==> config.mk <==
export PLATFORM = sky130hd
export DESIGN_NAME = rx_frame_decode_ctrl_flat
export DESIGN_NICKNAME = d
export VERILOG_FILES = /design/src/rtl/rx_frame_decode_ctrl_if.sv /design/src/rtl/rx_frame_decode_ctrl.sv /design/src/flat_wrapper.sv
export SDC_FILE = /design/constraint.sdc
export NUM_CORES = 1
export LEC_CHECK = 0
export ABC_AREA = 1
export CAP_MARGIN = 20
export CELL_PAD_IN_SITES_DETAIL_PLACEMENT = 1
export CELL_PAD_IN_SITES_GLOBAL_PLACEMENT = 2
export CORE_MARGIN = 2
export CORE_UTILIZATION = 26
export CTS_BUF_LIST = sky130_fd_sc_hd__clkbuf_8
export CTS_CLUSTER_DIAMETER = 60
export DETAILED_ROUTE_END_ITERATION = 10
export HOLD_SLACK_MARGIN = 0.08
export PLACE_DENSITY_LB_ADDON = 0.3
export SLEW_MARGIN = 20
export SYNTH_ARGS = -nofsm -noshare
export SYNTH_HDL_FRONTEND = slang
export SYNTH_SLANG_ARGS = --single-unit
==> constraint.sdc <==
create_clock -name clk -period 1.65 [get_ports clk]
set_input_delay 0.33 -clock clk [delete_from_list [all_inputs] [get_ports clk]]
set_output_delay 0.33 -clock clk [all_outputs]
set_load 0.05 [all_outputs]
==> src/rtl/rx_frame_decode_ctrl_if.sv <==
// Byte-in / coded-frame / decoded-message bus for the receive-side frame sequencer.
// The slave modport is the sequencer; the master modport is the surrounding environment.
interface rx_frame_decode_ctrl_if #(
    parameter int MSG_SIZE = 6,
    parameter int CODED_W  = 16
);
    logic [7:0]          rx_data;
    logic                rx_valid;
    logic [CODED_W-1:0]  dec_code;
    logic [MSG_SIZE-1:0] dec_msg;
    logic [MSG_SIZE-1:0] msg_data;
    logic                msg_valid;
    logic                msg_ready;

    modport master (
        output rx_data, rx_valid, dec_msg, msg_ready,
        input  dec_code, msg_data, msg_valid
    );

    modport slave (
        input  rx_data, rx_valid, dec_msg, msg_ready,
        output dec_code, msg_data, msg_valid
    );
endinterface

==> src/rtl/rx_frame_decode_ctrl.sv <==
// Receive sequencer: packs UART bytes LSB-first into a coded frame, captures the decoder result
// into a valid/ready output buffer, with inter-byte timeout. Define RX_ERR_CNT_EN to build err_cnt.
module rx_frame_decode_ctrl #(
    parameter int STEP     = 0,
    parameter int MSG_SIZE = 6,
    parameter int TIMEOUT  = 10000
) (
    input  logic                 clk,
    input  logic                 rst,
    rx_frame_decode_ctrl_if.slave bus,
    output logic                 busy,
    output logic                 frame_err,
    output logic                 ovf,
    output logic [7:0]           err_cnt
);
    localparam int CODED_W = 2 * (MSG_SIZE + 2 * (2 * STEP + 1));
    localparam int NBYTES  = (CODED_W + 7) / 8;
    localparam int CW      = (NBYTES > 1) ? $clog2(NBYTES) : 1;
    localparam int TW      = (TIMEOUT > 1) ? $clog2(TIMEOUT) : 1;
    localparam logic [CW-1:0] CNT_LAST = CW'(NBYTES - 1);
    localparam logic [TW-1:0] TMR_LAST = TW'((TIMEOUT > 0) ? TIMEOUT - 1 : 0);

    logic [CW-1:0]       cnt_q, cnt_d;
    logic [TW-1:0]       timer_q, timer_d;
    logic [CODED_W-1:0]  dec_code_q, dec_code_d;
    logic [MSG_SIZE-1:0] msg_data_q, msg_data_d;
    logic                msg_valid_q, msg_valid_d;
    logic                cap_stb_q, cap_stb_d;
    logic                busy_q, busy_d;
    logic                frame_err_q, frame_err_d;
    logic                ovf_q, ovf_d;
    logic                last_byte;
    logic                expire;

    always_comb begin
        last_byte = bus.rx_valid && (cnt_q == CNT_LAST);
        // An arriving byte always beats expiry in the same cycle.
        expire    = (TIMEOUT != 0) && (cnt_q != '0) && !bus.rx_valid && (timer_q == TMR_LAST);

        cnt_d = cnt_q;
        if (bus.rx_valid) begin
            cnt_d = last_byte ? '0 : cnt_q + CW'(1);
        end else if (expire) begin
            cnt_d = '0;
        end

        if (bus.rx_valid || (cnt_q == '0) || expire) begin
            timer_d = '0;
        end else begin
            timer_d = timer_q + TW'(1);
        end

        // Only bits of the byte lane being written change; lane bits past CODED_W are dropped.
        dec_code_d = dec_code_q;
        for (int i = 0; i < CODED_W; i++) begin
            if (bus.rx_valid && ((i / 8) == int'(cnt_q))) begin
                dec_code_d[i] = bus.rx_data[i % 8];
            end
        end

        cap_stb_d   = last_byte;
        msg_data_d  = msg_data_q;
        msg_valid_d = msg_valid_q;
        ovf_d       = 1'b0;
        if (cap_stb_q) begin
            if (!msg_valid_q || bus.msg_ready) begin
                msg_data_d  = bus.dec_msg;
                msg_valid_d = 1'b1;
            end else begin
                ovf_d = 1'b1;
            end
        end else if (msg_valid_q && bus.msg_ready) begin
            msg_valid_d = 1'b0;
        end

        busy_d      = (cnt_d != '0);
        frame_err_d = expire;
    end

    always_ff @(posedge clk) begin
        if (rst) begin
            cnt_q       <= '0;
            timer_q     <= '0;
            dec_code_q  <= '0;
            msg_data_q  <= '0;
            msg_valid_q <= 1'b0;
            cap_stb_q   <= 1'b0;
            busy_q      <= 1'b0;
            frame_err_q <= 1'b0;
            ovf_q       <= 1'b0;
        end else begin
            cnt_q       <= cnt_d;
            timer_q     <= timer_d;
            dec_code_q  <= dec_code_d;
            msg_data_q  <= msg_data_d;
            msg_valid_q <= msg_valid_d;
            cap_stb_q   <= cap_stb_d;
            busy_q      <= busy_d;
            frame_err_q <= frame_err_d;
            ovf_q       <= ovf_d;
        end
    end

`ifdef RX_ERR_CNT_EN
    function automatic logic [7:0] sat_add8(input logic [7:0] a, input logic [1:0] inc);
        logic [8:0] sum;
        sum = {1'b0, a} + {7'b0, inc};
        return sum[8] ? 8'hFF : sum[7:0];
    endfunction

    logic [7:0] err_cnt_q, err_cnt_d;

    // Counts on the same edge that raises the pulse.
    always_comb begin
        err_cnt_d = sat_add8(err_cnt_q, {1'b0, frame_err_d} + {1'b0, ovf_d});
    end

    always_ff @(posedge clk) begin
        if (rst) begin
            err_cnt_q <= '0;
        end else begin
            err_cnt_q <= err_cnt_d;
        end
    end

    assign err_cnt = err_cnt_q;
`else
    assign err_cnt = 8'h00;
`endif

    assign bus.dec_code  = dec_code_q;
    assign bus.msg_data  = msg_data_q;
    assign bus.msg_valid = msg_valid_q;
    assign busy          = busy_q;
    assign frame_err     = frame_err_q;
    assign ovf           = ovf_q;
endmodule
==> src/flat_wrapper.sv <==
// flat-port wrapper written by rule: the top's interface ports become plain ports
module rx_frame_decode_ctrl_flat 
#(
    parameter int STEP     = 0,
    parameter int MSG_SIZE = 6,
    parameter int TIMEOUT  = 10000
)
  (clk, rst, busy, frame_err, ovf, err_cnt, bus_rx_data, bus_rx_valid, bus_dec_msg, bus_msg_ready, bus_dec_code, bus_msg_data, bus_msg_valid);
  rx_frame_decode_ctrl_if #(.MSG_SIZE(MSG_SIZE)) bus_i ();
  input  logic clk;
  input  logic rst;
  output logic busy;
  output logic frame_err;
  output logic ovf;
  output logic [7:0] err_cnt;
  input wire logic [$bits(bus_i.rx_data)-1:0] bus_rx_data;
  input wire logic [$bits(bus_i.rx_valid)-1:0] bus_rx_valid;
  input wire logic [$bits(bus_i.dec_msg)-1:0] bus_dec_msg;
  input wire logic [$bits(bus_i.msg_ready)-1:0] bus_msg_ready;
  output wire logic [$bits(bus_i.dec_code)-1:0] bus_dec_code;
  output wire logic [$bits(bus_i.msg_data)-1:0] bus_msg_data;
  output wire logic [$bits(bus_i.msg_valid)-1:0] bus_msg_valid;
  assign bus_i.rx_data = bus_rx_data;
  assign bus_i.rx_valid = bus_rx_valid;
  assign bus_i.dec_msg = bus_dec_msg;
  assign bus_i.msg_ready = bus_msg_ready;
  assign bus_dec_code = bus_i.dec_code;
  assign bus_msg_data = bus_i.msg_data;
  assign bus_msg_valid = bus_i.msg_valid;
  rx_frame_decode_ctrl #(.STEP(STEP), .MSG_SIZE(MSG_SIZE), .TIMEOUT(TIMEOUT)) u_core (.clk(clk), .rst(rst), .bus(bus_i), .busy(busy), .frame_err(frame_err), .ovf(ovf), .err_cnt(err_cnt));
endmodule
=== Yosys cells after proc, flatten, opt, wreduce, memory -nomap -nowiden ===
Index checks and enable logic that the tools add are counted.

* Reductions and logical operators: 16
* Bitwise logic cells: 3
* $add $sub $neg: 2
* Eq/ne operators: 2
* Multiplexer cells: 7

{| class="wikitable"
|+ Operators by type and width
! cell !! number
|-
| $add 14x1->14 const B || 1
|-
| $eq 14x14->1 const B || 1
|-
| $mux 1 || 7
|-
| $logic_and 1x1->1 || 5
|-
| $reduce_and 2->1 || 2
|-
| $reduce_bool 2->1 || 2
|-
| $reduce_or 2->1 || 2
|-
| $logic_or 1x1->1 || 3
|-
| $not 1->1 || 3
|-
| $logic_not 1->1 || 2
|-
| $ne 2x2->1 const B || 1
|-
| $add 1x1->1 const B || 1
|}

* Input port bits: 18
* Flip-flop bits (word level): 41
* Word-level logic and storage cells: 39
* Output and inout bits: 34

=== Logic depth before layout (Yosys ltp) ===
Gate-level depths: netlist (run 1).

* Depth after elaboration: 5
* Depth in mapped cells: 8
* Mapped depth without buffers: 8

=== Least setup slack after synthesis (run 1) ===
OpenSTA, ideal clock, no wires.

* Path type: reg2reg
* From: register u_core.cnt_q
* To: register u_core.dec_code_q[10] (netlist: u_core.bus.dec_code[10])
* Slack: 272 ps
* Path buffers: 0
* Period minus slack after synthesis: 1378 ps
* Stages on the path, launching flop included: 5
* Data required time: 1586 ps
* Setup time: 64 ps
* Data arrival time: 1313 ps
* Cells stage by stage: dfxtp_1 -> nand2_1 -> inv_1 -> nor2_1 -> nor2_1

* Cells in the longest elaborated chain, start to end: 1

{| class="wikitable"
|+ Ends and longest elaborated chain
! element !! RTL line !! text
|-
| start, declared || rx_frame_decode_ctrl.sv:23 || <nowiki>logic [CW-1:0] cnt_q, cnt_d;</nowiki>
|-
| start signal, assigned || rx_frame_decode_ctrl.sv:92 || <nowiki>cnt_q <= cnt_d;</nowiki>
|-
| $logic_and 1x1->1 || rx_frame_decode_ctrl.sv:56 || <nowiki>if (bus.rx_valid && ((i / 8) == int'(cnt_q))) begin</nowiki>
|-
| end signal, assigned || rx_frame_decode_ctrl.sv:94 || <nowiki>dec_code_q <= dec_code_d;</nowiki>
|-
| end, declared || rx_frame_decode_ctrl.sv:25 || <nowiki>logic [CODED_W-1:0] dec_code_q, dec_code_d;</nowiki>
|}

No other way between the ends.
A chain may end at the register's enable or synchronous reset.

=== Worst setup path in the final report (run 1) ===
* From: register u_core.timer_q[0]
* To: register u_core.timer_q[5]

* Cells in the longest elaborated chain, start to end: 4
* Elaborated cells between the ends (all ways): 5
* Those cells by class: 1 x add/sub; 1 x eq/ne; 3 x reduce/logical

{| class="wikitable"
|+ Ends and longest elaborated chain
! element !! RTL line !! text
|-
| start, declared || rx_frame_decode_ctrl.sv:24 || <nowiki>logic [TW-1:0] timer_q, timer_d;</nowiki>
|-
| start signal, assigned || rx_frame_decode_ctrl.sv:93 || <nowiki>timer_q <= timer_d;</nowiki>
|-
| parallel branches: the longest is 4 deep, another holds $add 14x1->14 || - ||
|}

Parallel ways; which one is timed is not known.

==> results of run 1 <==
-- worst reg2reg max path: stages, from the launching register on --
cell	delay, ps
dfxtp_1	360
ha_1	210
nand3_2	90
nor2_1	110
nand4_1	140
nand2_2	160
buf_12	130
nor2_1	40
-- per-stage QoR --
step	instance area [sq um]	hold slack, ps
2_1_floorplan	1680	399
3_3_place_gp	2160	429
3_5_place_dp	2160	443
4_1_cts	2260	452
5_1_grt	2260	484
6_report	2260	450
-- state kept, by name (all words and copies together) (netlist names) --
signal                cells
u_core.bus.dec_code      16
u_core.timer_q           14
u_core.bus.msg_data       6
u_core.bus.msg_valid      1
u_core.cap_stb_q          1
u_core.cnt_q              1
u_core.frame_err          1
u_core.ovf                1
-- power by group --
group | switching (mW) | leakage [nW] | internal [mW]
logic | 0.255 | 0.562 | 0.125
registers | 0.0243 | 0.334 | 1.03
clock network | 0.343 | 0.0540 | 0.440
-- how the worst max path moves through the flow --
stage | end | cells after the start
2_1_floorplan | u_core.bus.dec_code[10] | 4
3_3_place_gp | u_core.bus.dec_code[11] | 5
3_5_place_dp | u_core.bus.dec_code[14] | 5
4_1_cts | u_core.bus.dec_code[14] | 4
5_1_grt | u_core.bus.dec_code[13] | 4
6_report | u_core.timer_q[5] | 7
-- cell usage after synthesis, drive strengths merged --
cell type | count | area, sq um
nor2 | 75 | 289
dfxtp | 41 | 821
o21ai | 23 | 115
inv | 22 | 82.6
nand2 | 22 | 85.1
buf | 9 | 71.3
nand3 | 7 | 40.0
xor2 | 5 | 43.8
nand4 | 4 | 25.0
xnor2 | 4 | 35.0
clkbuf | 2 | 7.51
nor3 | 2 | 10.0
a21oi | 1 | 5.00
clkinv | 1 | 3.75
conb | 1 | 3.75
ha | 1 | 12.5
-- cell families after synthesis --
kind of cell,count (synthesis),synth area share (%)
other cells,1,0.227
fa+ha+maj,1,0.758
xor+xnor,9,4.78
buf+inv,34,10.0
flops,41,49.7
simple gates,110,27.2
compound gates,24,7.28
-- final cells by class --
type / instances / area share, %
clock buffer: 5 / 3.04
sequential: 41 / 36.3
tap: 77 / 4.26
inverter: 23 / 3.82
multi-input combinational: 152 / 30.5
timing repair buffer: 51 / 20.5
clock inverter: 2 / 1.55
-- layer usage --
metal	part of all wire (%)	routed length [um]
met1	46	1800
met2	47	1860
met3	6.2	243
met4	0.56	22
met5	0	0
==> flow_summary.ini, run 1 <==
[timing]
drv_slew = 0
fin_crit_ps = 1340
max_clock_freq_mhz = 748
final-hold-violation-count = 0
tns_ps = 0
rsz0062_at_grt = false
finalClockSkew_ps = 5.27
post-route-period-util_pct = 81.0
setup_ws_ps = 313
setup_viol = 0

[worst_setup_path]
cpMaxStageDelayCell = dfxtp_1
rrSetupSlack_ps = 310
cp-end-kind = flop
cp_slowest_stage_delay_ps = 360
crit_chain = ha_1 -> nand3_2 -> nor2_1 -> nand4_1 -> nand2_2 -> buf_12 -> nor2_1
path_buf_inv = 1
r2r-end = u_core.timer_q[5]
worstPathArrival_ps = 1520
cp_top_family = simple AND/OR/NAND/NOR gates
critPathLaunch = u_core.timer_q[0]
critPathLaunchType = flop
r2r_start = u_core.timer_q[0]
critPathMaxFanout = 8
cp_common_cell = nor2_1
cp.required_ps = 1830
worst-setup-path-type = flop to flop
r2r_cells = 7

[die]
core_area_sq_um = 6240
num_rows = 29
initial_core_util_pct = 26.4
die_w_um = 83.7
io_pins = 52
die_h_um = 83.7
die-area_sq_um = 7000

[global_route]
grt_use_met1_pct = 14.1
grt_pass1_vias = 1470
grt_pass1_wl_um = 6600
grt_util_met2_pct = 19.1
met3_usage_pct = 4.95
grt_max_degree = 23
grt_busiest_layer = met2
antenna_found_initial = 0
track_usage_pct = 11.7
grt_overflow = 0

[place]
numPortBuffers = 43
post-place-ws_ps = 29.4
globalplace.congestion = 0.709
place_hpwl_um = 2960
dp.cells = 344

[drt]
num_vias = 1470
drt_iter0_markers = 19
drtPass1Iterations = 4
totalWireLength_um = 3930
wl_per_cell_um = 11.2
drc = 0
vias_per_cell = 4.19
postRouteAntennaNets = 0

[yosys]
syn-cell-area_sq_um = 1650
ys_types = 20
netlist_instances = 220
synth-warning-count = 0
yosysSeqAreaShare_pct = 49.7
ys_ff_latch = 41
syn_avg_cell_area_sq_um = 7.50

[worst_hold_path]
hp-class = flop to flop
min_to = u_core.timer_q[0]
hp-start = u_core.timer_q[0]
whs_path_depth = 1

[layout]
stdcell_count = 351
final-seq-area_sq_um = 821
multi_input_area_sq_um = 691
post-route-util_pct = 36.2
area_delta_synth_final_pct = 37.0
drive_above_1_share_pct = 16.1
final_nets = 293
layout_commonest_cell = nor2_1
n_antenna_cell = 0
filler_cell_count = 787
final_cell_mix = nor2_1, dfxtp_1, buf_4

[clock_tree]
numCtsBuffers = 5
postCtsSetupRepairBufs = 0
root_buffer = clkbuf_8
clockBufferDepth = 2
ctsHtreeMaxLevel = 2
worstSkewPairLatency_ps = 290
clock_sinks = 41
tritoncts = yes
hold_buffers = 0
clk_pin_slew_ps = 70
cts_resized = 0

[power_and_ir_drop]
cellLeakagePower_nw = 0.950
ir_drop_mv = 0.464
p_total_mw = 2.22
power_density_nw_per_um2 = 980

[outcome]
status = complete, no violations

[job]
max-cap-violations = 0
(Power assumes the default switching activity.)
==> run 2: changes to the inputs <==
- CORE_UTILIZATION: 26 -> 23
- clock period: 1.65 -> 1.1 ns (I/O delays scaled with it)
==> run 2 against run 1 <==
  * The flow now finishes with violations (negative setup slack)
  * Flip-flop and latch count unchanged
  * Non-clock buffer count increased by 20
  * Die area increased by 12%
==> flow_summary.ini, run 2 (synthesis gave the netlist of run 1 again) <==
[power_and_ir_drop]
power_density_nw_per_um2 = 1230
ir_drop_mv = 0.517
intPower_mw = 2.44
swShare_pct = 29.0
power_frac_comb_pct = 21.1
p_switching_mw = 0.999
pwr-share-seq_pct = 46.8
p_total_mw = 3.44
cellLeakagePower_nw = 1.12
p_clk_share_pct = 32.1

[timing]
setup_viol = 17
drv_slew = 0
fin_crit_ps = 1340
rsz0062_at_grt = true
final-hold-violation-count = 0
tns_ps = -3500
setup_ws_ps = -236
max_clock_freq_mhz = 748
fin_hold_ws_ps = 504
finalClockSkew_ps = 4.94
post-route-period-util_pct = 121

[clock_tree]
clk_pin_slew_ps = 80
clockBufferDepth = 2
clock_sinks = 41
tritoncts = yes
ctsHtreeMaxLevel = 2
worstSkewPairLatency_ps = 300
numCtsBuffers = 5
root_buffer = clkbuf_8

[global_route]
grt_pass1_vias = 1536
track_usage_pct = 12.5
grt_overflow = 0
antenna_found_initial = 0
grt_pass1_wl_um = 7480
grt_max_degree = 23

[worst_setup_path]
cpMaxStageDelayCell = dfxtp_2
r2r_start = u_core.timer_q[1]
cp-end-kind = flop
critPathLaunchType = flop
critPathMaxFanout = 14
critPathLaunch = u_core.timer_q[1]
cp.required_ps = 1300
worst-setup-path-type = flop to flop
r2r_cells = 7
crit_chain = ha_4 -> nand3_4 -> nor2_2 -> nand4_1 -> nand2_2 -> buf_12 -> nor2_1
cp_slowest_stage_delay_ps = 360
worstPathArrival_ps = 1530
r2r-end = u_core.timer_q[7]
rrSetupSlack_ps = -240

[worst_hold_path]
whs_path_depth = 3
min_to = u_core.bus.msg_data[2]
hp-class = primary input to flop
hp-start = bus_dec_msg[2]

[layout]
post-route-util_pct = 40.7
final-seq-area_sq_um = 835
largest_reg_flops = 16
n_antenna_cell = 0
final_nets = 313
final_cell_mix = nor2_1, dfxtp_1, buf_12
filler_cell_count = 825
area_delta_synth_final_pct = 69.5
layout_commonest_cell = nor2_1
multi_input_area_sq_um = 728
design_area_sq_um = 2800
drive_above_1_share_pct = 28.1
stdcell_count = 391

[place]
place_hpwl_um = 3390
post-place-ws_ps = -365
numPortBuffers = 43
placed_cell_area_sq_um = 2650
globalplace.congestion = 0.730
dp.cells = 381

[drt]
wl_per_cell_um = 11.5
num_vias = 1540
drc = 0
drt_iter0_markers = 35
totalWireLength_um = 4510
drtPass1Iterations = 4
vias_per_cell = 3.94
postRouteAntennaNets = 0

[die]
core_area_sq_um = 6870
num_rows = 30
die_h_um = 88.7
die-area_sq_um = 7870
die_w_um = 88.7
initial_core_util_pct = 24.0
io_pins = 52

[outcome]
status = complete, but fails checks
violations = negative setup slack

[job]
max-cap-violations = 0
## run 2: changes by cell type in the layout (fill, tap and decap cells not counted), moves of 2 or more
cell / delta
nor2_2: +3
dfxtp_2: +8
inv_2: +2
clkbuf_8: +2
nor2_1: -4
dfxtp_1: -9
o21ai_0: -3
buf_12: +24
o21ai_1: +3
inv_1: -2
buf_4: -7
buf_6: +3
## run 2: power by group through the flow
| stage | Clock [mW] | Sequential (mW) | Combinational (mW) |
|---|---|---|---|
| 6_report | 1.10 | 1.61 | 0.727 |
| 2_1_floorplan | 0 | 1.80 | 0.185 |
| 3_5_place_dp | 0 | 1.64 | 0.717 |
| 5_1_grt | 1.22 | 1.62 | 0.764 |
| 3_3_place_gp | 0 | 1.64 | 0.712 |
| 4_1_cts | 1.15 | 1.61 | 0.723 |
## run 2: cell type report
type / count / share of cell area, %
Sequential cell: 41 / 29.8
Clock buffer: 7 / 3.44
Timing Repair Buffer: 71 / 33.1
Inverter: 23 / 3.18
Tap cell: 96 / 4.29
Multi-Input combinational cell: 152 / 26.0
Clock inverter: 1 / 0.179
## run 2: how the worst max path moves through the flow
stage,end,slack (ps),cells past startpoint
5_1_grt,u_core.timer_q[10],-310,7
6_report,u_core.timer_q[7],-240,7
2_1_floorplan,u_core.timer_q[5],-100,7
3_3_place_gp,u_core.bus.dec_code[4],-310,6
3_5_place_dp,u_core.bus.dec_code[10],-370,5
4_1_cts,u_core.timer_q[10],-270,7
## run 2: critical path, delay by kind of cell, from the launching register on
family                     cells  cell delay (ps)
DFF                            1              360
adders and majority gates      1              150
buffers and inverters          1              150
and+or+nand+nor                5              580
## run 2: layer usage
metal  wire [um]  GRT usage [%]
met3         170           2.99
met1        2140           16.6
met4          79           5.37
met5           0              0
met2        2120           19.4
## run 2: timing repair
action,in CTS,in global routing
endpoints found under the setup margin,34,33
hold buffers,0,0
buffers inserted,1,1
resized for setup,7,13
gates cloned,0,0
pin swaps,2,2
